## config.mk

```make
export PLATFORM = sky130hd
export DESIGN_NAME = vrm_precharge_scheduler
export DESIGN_NICKNAME = d
export VERILOG_FILES = /design/src/rtl/vrm_precharge_scheduler_pkg.sv /design/src/rtl/vrm_precharge_scheduler_cmd_fifo.sv /design/src/rtl/vrm_precharge_scheduler.sv
export SDC_FILE = /design/constraint.sdc
export NUM_CORES = 1
export LEC_CHECK = 0
export CORE_MARGIN = 3
export CORE_UTILIZATION = 35
export CTS_CLUSTER_DIAMETER = 150
export DETAILED_ROUTE_END_ITERATION = 12
export PLACE_DENSITY = 0.64
export SYNTH_ARGS = -nofsm -noshare
export SYNTH_HDL_FRONTEND = slang
export SYNTH_SLANG_ARGS = --single-unit
```

## constraint.sdc

```tcl
create_clock -name aclk -period 6 [get_ports aclk]
set_input_delay 1.2 -clock aclk [delete_from_list [all_inputs] [get_ports aclk]]
set_output_delay 1.2 -clock aclk [all_outputs]
set_load 0.02 [all_outputs]
```

## src/rtl/vrm_precharge_scheduler_pkg.sv

```systemverilog
// Shared AIPP definitions for the pre-charge scheduling path.
// Contents: opcode constant, command field widths, the packed command
// type carried through the command FIFO, FSM state encoding and the
// setpoint clamp helper.
package vrm_precharge_scheduler_pkg;

    localparam logic [7:0]  OPCODE_PRECHARGE = 8'h10;

    localparam int unsigned DELAY_W = 32;
    localparam int unsigned VOLT_W  = 32;
    localparam int unsigned SETPT_W = 16;
    localparam int unsigned CMD_W   = DELAY_W + VOLT_W;

    typedef struct packed {
        logic [DELAY_W-1:0] delay_us;
        logic [VOLT_W-1:0]  voltage_mv;
    } cmd_t;

    typedef enum logic [1:0] {
        ST_IDLE = 2'd0,
        ST_WAIT = 2'd1,
        ST_REQ  = 2'd2
    } state_t;

    function automatic logic [VOLT_W-1:0] clamp_mv(
        input logic [VOLT_W-1:0] v,
        input logic [VOLT_W-1:0] lo,
        input logic [VOLT_W-1:0] hi
    );
        logic [VOLT_W-1:0] r;
        r = v;
        if (v < lo) r = lo;
        else if (v > hi) r = hi;
        return r;
    endfunction

endpackage

```

## src/rtl/vrm_precharge_scheduler_cmd_fifo.sv

```systemverilog
// aipp_cmd_fifo: synchronous FIFO for decoded pre-charge commands.
// Ports:
//   aclk, aresetn      clock, async active-low reset (discards contents)
//   push, push_data    write request/data; accepted when not full, or
//                      when full and a pop happens on the same edge
//   pop, pop_data      read request; pop_data shows the head entry
//   full, empty, count occupancy status
module aipp_cmd_fifo #(
    parameter int unsigned WIDTH = 64,
    parameter int unsigned DEPTH = 4
) (
    input  logic                     aclk,
    input  logic                     aresetn,
    input  logic                     push,
    input  logic [WIDTH-1:0]         push_data,
    input  logic                     pop,
    output logic [WIDTH-1:0]         pop_data,
    output logic                     full,
    output logic                     empty,
    output logic [$clog2(DEPTH):0]   count
);
    localparam int unsigned AW = $clog2(DEPTH);
    localparam int unsigned CW = AW + 1;

    logic [WIDTH-1:0] mem [DEPTH];
    logic [AW-1:0]    wr_ptr;
    logic [AW-1:0]    rd_ptr;
    logic             wr_en;
    logic             rd_en;

    always_comb begin
        full     = (count == CW'(DEPTH));
        empty    = (count == '0);
        rd_en    = pop && !empty;
        wr_en    = push && (!full || rd_en);
        pop_data = mem[rd_ptr];
    end

    // When full, wr_ptr == rd_ptr: the head is read before the edge, so
    // overwriting that slot on a simultaneous push+pop is safe.
    always_ff @(posedge aclk) begin
        if (wr_en) mem[wr_ptr] <= push_data;
    end

    always_ff @(posedge aclk or negedge aresetn) begin
        if (!aresetn) begin
            wr_ptr <= '0;
            rd_ptr <= '0;
            count  <= '0;
        end else begin
            if (wr_en) wr_ptr <= wr_ptr + AW'(1);
            if (rd_en) rd_ptr <= rd_ptr + AW'(1);
            case ({wr_en, rd_en})
                2'b10:   count <= count + CW'(1);
                2'b01:   count <= count - CW'(1);
                default: count <= count;
            endcase
        end
    end

endmodule

```

## src/rtl/vrm_precharge_scheduler.sv

```systemverilog
// vrm_precharge_scheduler: queues pre-charge commands from the AIPP
// header parser, waits each command's delay (measured from pop), then
// presents the clamped voltage setpoint to the VRM over req/ack.
// Ports:
//   aclk, aresetn       clock, async active-low reset
//   cmd_valid           one-cycle command strobe (no backpressure)
//   cmd_delay_us        delay before applying setpoint, microseconds
//   cmd_voltage_mv      requested voltage, mV
//   cmd_overflow        pulse: command dropped, FIFO full
//   cmd_clamped         pulse: popped command's voltage was clamped
//   vrm_req, vrm_ack    setpoint handshake
//   vrm_setpoint_mv     setpoint, stable while vrm_req is high
//   apply_done          pulse: handshake accepted
//   err_timeout         pulse: no ack within ACK_TIMEOUT cycles
//   busy                FSM active or commands queued
//   fifo_count          FIFO occupancy
module vrm_precharge_scheduler
    import vrm_precharge_scheduler_pkg::*;
#(
    parameter int unsigned CLK_MHZ     = 1000,
    parameter int unsigned FIFO_DEPTH  = 4,
    parameter int unsigned VMIN_MV     = 500,
    parameter int unsigned VMAX_MV     = 1200,
    parameter int unsigned ACK_TIMEOUT = 1024
) (
    input  logic                          aclk,
    input  logic                          aresetn,
    input  logic                          cmd_valid,
    input  logic [DELAY_W-1:0]            cmd_delay_us,
    input  logic [VOLT_W-1:0]             cmd_voltage_mv,
    output logic                          cmd_overflow,
    output logic                          cmd_clamped,
    output logic                          vrm_req,
    output logic [SETPT_W-1:0]            vrm_setpoint_mv,
    input  logic                          vrm_ack,
    output logic                          apply_done,
    output logic                          err_timeout,
    output logic                          busy,
    output logic [$clog2(FIFO_DEPTH):0]   fifo_count
);
    localparam int unsigned PRE_W = (CLK_MHZ > 1) ? $clog2(CLK_MHZ) : 1;
    localparam int unsigned TO_W  = (ACK_TIMEOUT > 1) ? $clog2(ACK_TIMEOUT) : 1;
    localparam logic [PRE_W-1:0] PRE_RELOAD = PRE_W'(CLK_MHZ - 1);
    localparam logic [TO_W-1:0]  TO_LAST    = TO_W'(ACK_TIMEOUT - 1);

    state_t             state;
    logic [DELAY_W-1:0] us_cnt;
    logic [PRE_W-1:0]   pre_cnt;
    logic [TO_W-1:0]    to_cnt;

    cmd_t               cmd_in;
    cmd_t               head;
    logic               fifo_full;
    logic               fifo_empty;
    logic               pop;
    logic [VOLT_W-1:0]  clamped_v;

    always_comb begin
        cmd_in    = '{delay_us: cmd_delay_us, voltage_mv: cmd_voltage_mv};
        pop       = (state == ST_IDLE) && !fifo_empty;
        clamped_v = clamp_mv(head.voltage_mv, VOLT_W'(VMIN_MV), VOLT_W'(VMAX_MV));
        busy      = (state != ST_IDLE) || !fifo_empty;
    end

    aipp_cmd_fifo #(
        .WIDTH (CMD_W),
        .DEPTH (FIFO_DEPTH)
    ) u_fifo (
        .aclk      (aclk),
        .aresetn   (aresetn),
        .push      (cmd_valid),
        .push_data (cmd_in),
        .pop       (pop),
        .pop_data  (head),
        .full      (fifo_full),
        .empty     (fifo_empty),
        .count     (fifo_count)
    );

    always_ff @(posedge aclk or negedge aresetn) begin
        if (!aresetn) begin
            state           <= ST_IDLE;
            us_cnt          <= '0;
            pre_cnt         <= '0;
            to_cnt          <= '0;
            vrm_req         <= 1'b0;
            vrm_setpoint_mv <= '0;
            apply_done      <= 1'b0;
            err_timeout     <= 1'b0;
            cmd_clamped     <= 1'b0;
            cmd_overflow    <= 1'b0;
        end else begin
            apply_done   <= 1'b0;
            err_timeout  <= 1'b0;
            cmd_clamped  <= 1'b0;
            cmd_overflow <= cmd_valid && fifo_full && !pop;
            case (state)
                ST_IDLE: begin
                    if (!fifo_empty) begin
                        state           <= ST_WAIT;
                        us_cnt          <= head.delay_us;
                        pre_cnt         <= PRE_RELOAD;
                        vrm_setpoint_mv <= clamped_v[SETPT_W-1:0];
                        cmd_clamped     <= (clamped_v != head.voltage_mv);
                    end
                end
                ST_WAIT: begin
                    if (us_cnt == '0) begin
                        state   <= ST_REQ;
                        vrm_req <= 1'b1;
                        to_cnt  <= '0;
                    end else if (pre_cnt == '0) begin
                        pre_cnt <= PRE_RELOAD;
                        us_cnt  <= us_cnt - DELAY_W'(1);
                    end else begin
                        pre_cnt <= pre_cnt - PRE_W'(1);
                    end
                end
                ST_REQ: begin
                    // Ack takes priority so an ack on the last cycle succeeds.
                    if (vrm_ack) begin
                        state      <= ST_IDLE;
                        vrm_req    <= 1'b0;
                        apply_done <= 1'b1;
                    end else if (to_cnt == TO_LAST) begin
                        state       <= ST_IDLE;
                        vrm_req     <= 1'b0;
                        err_timeout <= 1'b1;
                    end else begin
                        to_cnt <= to_cnt + TO_W'(1);
                    end
                end
                default: state <= ST_IDLE;
            endcase
        end
    end

endmodule

```

==> After elaboration in Yosys (flattened, before gate mapping) <==
Memories as Yosys holds them, arrays and structs flattened.
Cells that the tools add are included.
{ "word_totals": {"ramBits": 256, "memories": 1, "input_bits": 68, "register_bits": 82} }
{ "classes": {"reduce_logical": 24, "n_mux": 33, "eq_ne": 14, "magnitude_cmp": 2, "addsub": 7, "n_bitwise": 1} }
{ "memory_table": {"columns": ["memory", "depth", "word_bits", "read_ports", "rd_ports_with_merged_regs", "write_ports", "line_no", "rtl"], "rows": [
  ["u_fifo.mem", 4, 64, 1, 0, 1, "vrm_precharge_scheduler_cmd_fifo.sv:25", "logic [WIDTH-1:0] mem [DEPTH];"]
]} }
{ "ops": {"columns": ["cell", "count"], "rows": [
  ["32-bit 2-to-1 mux", 5],
  ["32-bit one-hot mux with 2 select lines", 1],
  ["10-bit 2-to-1 mux", 6],
  ["10-bit one-hot mux with 2 select lines", 2],
  ["32-bit by 11-bit > comparator with 1-bit output (second input constant)", 1],
  ["32-bit zero test", 1],
  ["32-bit by 9-bit < comparator with 1-bit output (second input constant)", 1],
  ["32-bit inequality test", 1],
  ["32-bit by 1-bit subtractor with 32-bit output (second input constant)", 1],
  ["1-bit 2-to-1 mux", 12],
  ["2-bit inequality test (second input constant)", 6],
  ["10-bit by 1-bit adder with 10-bit output (second input constant)", 1],
  ["10-bit equality test (second input constant)", 1],
  ["10-bit zero test", 1],
  ["10-bit by 1-bit subtractor with 10-bit output (second input constant)", 1],
  ["3-bit AND reduction", 3],
  ["2-bit 2-to-1 mux", 4],
  ["4-bit AND reduction", 2],
  ["2-bit nonzero test", 4],
  ["2-bit one-hot mux with 3 select lines", 1],
  ["3-bit one-hot mux with 2 select lines", 1],
  ["1-bit logical AND", 5],
  ["2-bit by 1-bit adder with 2-bit output (second input constant)", 2],
  ["2-bit by 1-bit equality test with 1-bit output (second input constant)", 2],
  ["other kinds (12)", 16]
]} }

==> Longest topological paths before layout <==
{ "depth": {"depth_word": 8, "depth_mapped": 11} }

==> Modules after synthesis <==
From an unflattened synthesis, not the netlist that was laid out.
{ "hier_totals": {"cells_unflattened": 849, "hier_area_um2": 13840.8} }
{ "modules_own_cells": {"columns": ["module", "cells_each", "seq_area_each_um2", "instances", "area_each_um2"], "rows": [
  ["aipp_cmd_fifo", 372, 7862.5, 1, 9644.2],
  ["vrm_precharge_scheduler", 477, 1876.8, 1, 4196.5]
]} }

==> Least setup slack after synthesis <==
Ideal clock, no wire load.
{ "synth_timing": {"kind": "input to register", "start": "in cmd_valid", "end": "mem u_fifo.mem[0][0] (enable)", "path_buffers": 0, "required_ns": 5.571, "setup_time_ns": 0.429, "t_arrival_ns": 2.745, "cell_stages": 1, "path_slack_ns": 2.826, "cell_sequence": "and3_1"} }
{ "synth_via": {"elab_chain_len": 3} }
{ "synth_lines": {"columns": ["item", "line_no", "rtl"], "rows": [
  ["start: declaration", "vrm_precharge_scheduler.sv:28", "input logic cmd_valid,"],
  ["1-bit logical AND", "vrm_precharge_scheduler_cmd_fifo.sv:35", "wr_en = push && (!full || rd_en);"],
  ["1-bit 2-to-1 mux", "vrm_precharge_scheduler_cmd_fifo.sv:42", "if (wr_en) mem[wr_ptr] <= push_data;"],
  ["1-bit 2-to-1 mux (not written as such)", "vrm_precharge_scheduler_cmd_fifo.sv:42", null],
  ["end: declaration", "vrm_precharge_scheduler_cmd_fifo.sv:25", null]
]} }
No other way between the ends.

==> Worst setup path after layout <==
{ "layout_timing": {"start": "reg u_fifo.count[1]", "end": "reg us_cnt[2]"} }
{ "layout_via": {"elab_chain_len": 3} }
{ "layout_lines": {"columns": ["item", "line_no", "rtl"], "rows": [
  ["start: declaration", "vrm_precharge_scheduler_cmd_fifo.sv:20", "output logic [$clog2(DEPTH):0] count"],
  ["start signal: assignment", "vrm_precharge_scheduler_cmd_fifo.sv:54", "2'b10: count <= count + CW'(1);"],
  ["start signal: assignment", "vrm_precharge_scheduler_cmd_fifo.sv:55", "2'b01: count <= count - CW'(1);"],
  ["start signal: assignment", "vrm_precharge_scheduler_cmd_fifo.sv:56", "default: count <= count;"],
  ["3-bit zero test", "vrm_precharge_scheduler_cmd_fifo.sv:33", "empty = (count == '0);"],
  ["2-bit inequality test (no source line)", null, null],
  ["4-bit AND reduction (no source line)", null, null],
  ["end signal: assignment", "vrm_precharge_scheduler.sv:101", "us_cnt <= head.delay_us;"],
  ["end signal: assignment", "vrm_precharge_scheduler.sv:114", "us_cnt <= us_cnt - DELAY_W'(1);"],
  ["end: declaration", "vrm_precharge_scheduler.sv:47", "logic [DELAY_W-1:0] us_cnt;"]
]} }
No other way between the ends.
A chain may end at the register's enable or synchronous reset.

==> impl_metrics.ini <==
[run_status]
outcome = finished clean

[grt]
grtUsageTotal_pct = 13.58
grt_max_degree = 55
grt.busiest_layer = met2
grt_overflow = 0
use_met1_pct = 19.39
antenna_found_initial = 2
grt_pass1_vias = 7737
met3_usage_pct = 2.851
grt_pass1_wl_um = 44110
use_met2_pct = 21.39

[clock_tree]
cts_tree = built
clk_pin_slew_ns = 0.06
post-cts-setup-buffer-count = 0
clock-root-buffer = clkbuf_16
cts_buffers = 36
htreeDepth = 2
ctsResizeCount = 0
clockBufferDepth = 3
holdBufCountCts = 0
cts_sinks = 338
clk_latency_ns = 0.52

[route]
wire_per_inst_um = 18.63
drc_errors = 0
wl_um = 27720
drt_first_iter_violations = 531
firstDrtPassIters = 5
final_antenna_net_count = 0
vias = 7654
via_per_inst = 5.144

[worst_setup_path]
worstPathRequired_ns = 6.40
critPathBufInv = 2
cp_slowest_cell = nand2b_1
cpLargestDelayFamily = simple AND/OR/NAND/NOR gates
worstSetupStartpointType = register
cp_data_arrival_time_ns = 3.97
worstPathMaxFanout = 26
crit_chain = nor3_1 > nand2b_1 > inv_1 > or4_4 > nand2_1 > buf_4 > nor2_1 > o22a_1
crit_path_max_incr_delay_ns = 0.74
crit_type = register to register
end_kind = register

[sta]
tns_ns = 0
max_slew_margin_pct = 24.86
finalSetupViolations = 0
drv_slew = 0
whs_ns = 0.4810
tightest_slew_ns = 1.099
post-route-period-util_pct = 59.45
fin_worst_skew_ns = 0.01682
fmax_mhz = 280.4
layout_min_cycle_time_ns = 3.567
final_hold_viol_count = 0
rsz0062_at_grt = no

[yosys]
synth_top_area_share_pct = 57.19
netlist_instances = 843
netlist_area_sq_um = 13440
synth_area_per_cell_sq_um = 15.95
ys.flop_type = edfxtp_1
synthDistinctLibCells = 60
yosysTopAreaCell = edfxtp_1
synth_fp_nets = 920
seq_area_frac_synth_pct = 72.46
ys_seq_elements = 338
synthTopCellsByArea = edfxtp_1, dfrtp_1, mux4_2
synthArstFlopShare_pct = 24.26
ys_warn_count = 0
synth-edff-count = 256

[pwr]
power_leakage_nw = 5.429
clock_power_share_pct = 29.0
seqPwrFrac_pct = 47.1
comb_power_share_pct = 23.9
ir_drop_mv = 0.2382
switchingPower_w = 0.002252
swShare_pct = 30.64
power_density_nw_per_um2 = 457.0
p_int_w = 0.005098

[floorplanning]
die_h_um = 202.0
die_w_um = 202.0
start_util_pct = 35.60
placementRows = 71
core_sq_um = 37760
ios = 93
dieArea_sq_um = 40790

[placed_design]
gp_congestion = 0.8030
numPortBuffers = 92
hpwl_um = 17780

[cells_and_area]
syn_to_final_growth_pct = 19.66
drive_gt1_share_pct = 13.10
nets = 1027
diodes = 0

[min_path]
hold_path_class = register to register

[run]
maxCapViolations = 0
[cells by family after synthesis]
logic type | count (synthesis) | share of synthesized area, %
AOI/OAI and AO/OA | 149 | 7.447
xor gates and xnor gates | 13 | 0.8471
adders and majority gates | 9 | 0.8936
buffers and inverters | 55 | 1.787
DFF | 338 | 72.46
muxes | 46 | 7.530
and+or+nand+nor | 233 | 9.038
[routing by layer]
metal	routed length, um	vias to the layer above
met5	27	-
met3	1495	47
li1	-	3546
met1	12930	3840
met2	12770	217
met4	496	4
[final timing paths]
path,start,endpoint,slack (ns),depth (start not counted)
setup / recovery,u_fifo.count[1],us_cnt[2],2.43,8
hold / removal,vrm_setpoint_mv[11],vrm_setpoint_mv[11],0.48,1
setup reg to reg,u_fifo.count[1],us_cnt[2],2.43,8
hold reg to reg,vrm_setpoint_mv[11],vrm_setpoint_mv[11],0.48,1
max in group asynchronous,aresetn,u_fifo.rd_ptr[0],4.32,2
min in group asynchronous,aresetn,cmd_overflow,0.73,1
[cells in the mapped netlist (3+ instances only)]
cell type,count
and2_1,11
and3_1,9
o21a_1,4
edfxtp_1,256
a2bb2oi_2,4
or4_1,3
ha_1,8
o21ai_0,40
nand3_1,13
o21bai_1,3
xnor2_1,5
clkbuf_1,21
o22ai_1,5
inv_1,21
a2bb2oi_1,4
nand2b_1,10
a22oi_1,6
or3_1,11
nand2_1,31
buf_2,9
nor4b_1,4
a31oi_1,7
nor4_1,31
nand4_1,12
o31ai_1,4
o22a_1,5
nor3_1,21
a21oi_1,34
xor2_1,8
buf_6,3
mux4_2,44
o2bb2ai_1,7
dfrtp_1,82
a22o_1,9
nor2_1,64
[state kept, by name, indices dropped and copies added, names as in the netlist]
name / count
vrm_setpoint_mv: 16
u_fifo.mem: 256
cmd_overflow: 1
us_cnt: 32
pre_cnt: 10
u_fifo.rd_ptr: 2
u_fifo.count: 3
state: 2
err_timeout: 1
to_cnt: 10
u_fifo.wr_ptr: 2
apply_done: 1
cmd_clamped: 1
vrm_req: 1
[final cells by class]
cell class | instances | area (sq um)
clock buffers | 48 | 985.9
flip-flops and latches | 338 | 9744
repair buffers | 103 | 998.5
fillers | 3391 | 21670
clock inverters | 17 | 162.7
multi-input cells | 450 | 3475
inverters | 21 | 78.83
well taps | 511 | 639.4
[power groups by stage]
stage                     Clock (W)  Combinational [W]  Sequential [W]
after detailed placement          0            0.00178         0.00351
final                       0.00213            0.00176         0.00346
after CTS                   0.00218            0.00179         0.00347
after global placement            0            0.00176         0.00349
after floorplan                   0            0.00133         0.00337
after global routing        0.00228            0.00194         0.00353
[per-stage QoR]
stage	utilization (%)	area, sq um	std cells	setup slack (ns)	total power [W]
CTS	42.59	16080	1487	2.407	0.007435
finish	42.60	16080	1488	2.433	0.007350
global route	42.60	16080	1488	2.088	0.007754
global placement	39.55	14930	1422	2.329	0.005244
floorplan	-	13440	843	2.826	0.004699
detailed placement	39.55	14930	1422	2.312	0.005291
[cell usage in the layout (no fill, tap or decap), types with 5 or more instances in the layout]
| cell type | n |
|---|---|
| a21oi_1 | 34 |
| a22o_1 | 9 |
| a22oi_1 | 6 |
| a31oi_1 | 7 |
| and2_1 | 11 |
| and3_1 | 5 |
| buf_4 | 11 |
| clkbuf_1 | 8 |
| clkbuf_16 | 36 |
| clkdlybuf4s50_1 | 91 |
| clkinv_1 | 7 |
| dfrtp_1 | 80 |
| edfxtp_1 | 256 |
| ha_1 | 8 |
| inv_1 | 21 |
| mux4_2 | 44 |
| nand2_1 | 31 |
| nand2b_1 | 10 |
| nand3_1 | 13 |
| nand4_1 | 12 |
| nor2_1 | 64 |
| nor3_1 | 21 |
| nor4_1 | 31 |
| o21ai_0 | 40 |
| o22a_1 | 5 |
| o22ai_1 | 5 |
| o2bb2ai_1 | 7 |
| or3_1 | 11 |
| xnor2_1 | 5 |
| xor2_1 | 8 |
Power figures use the tool's default switching activity.
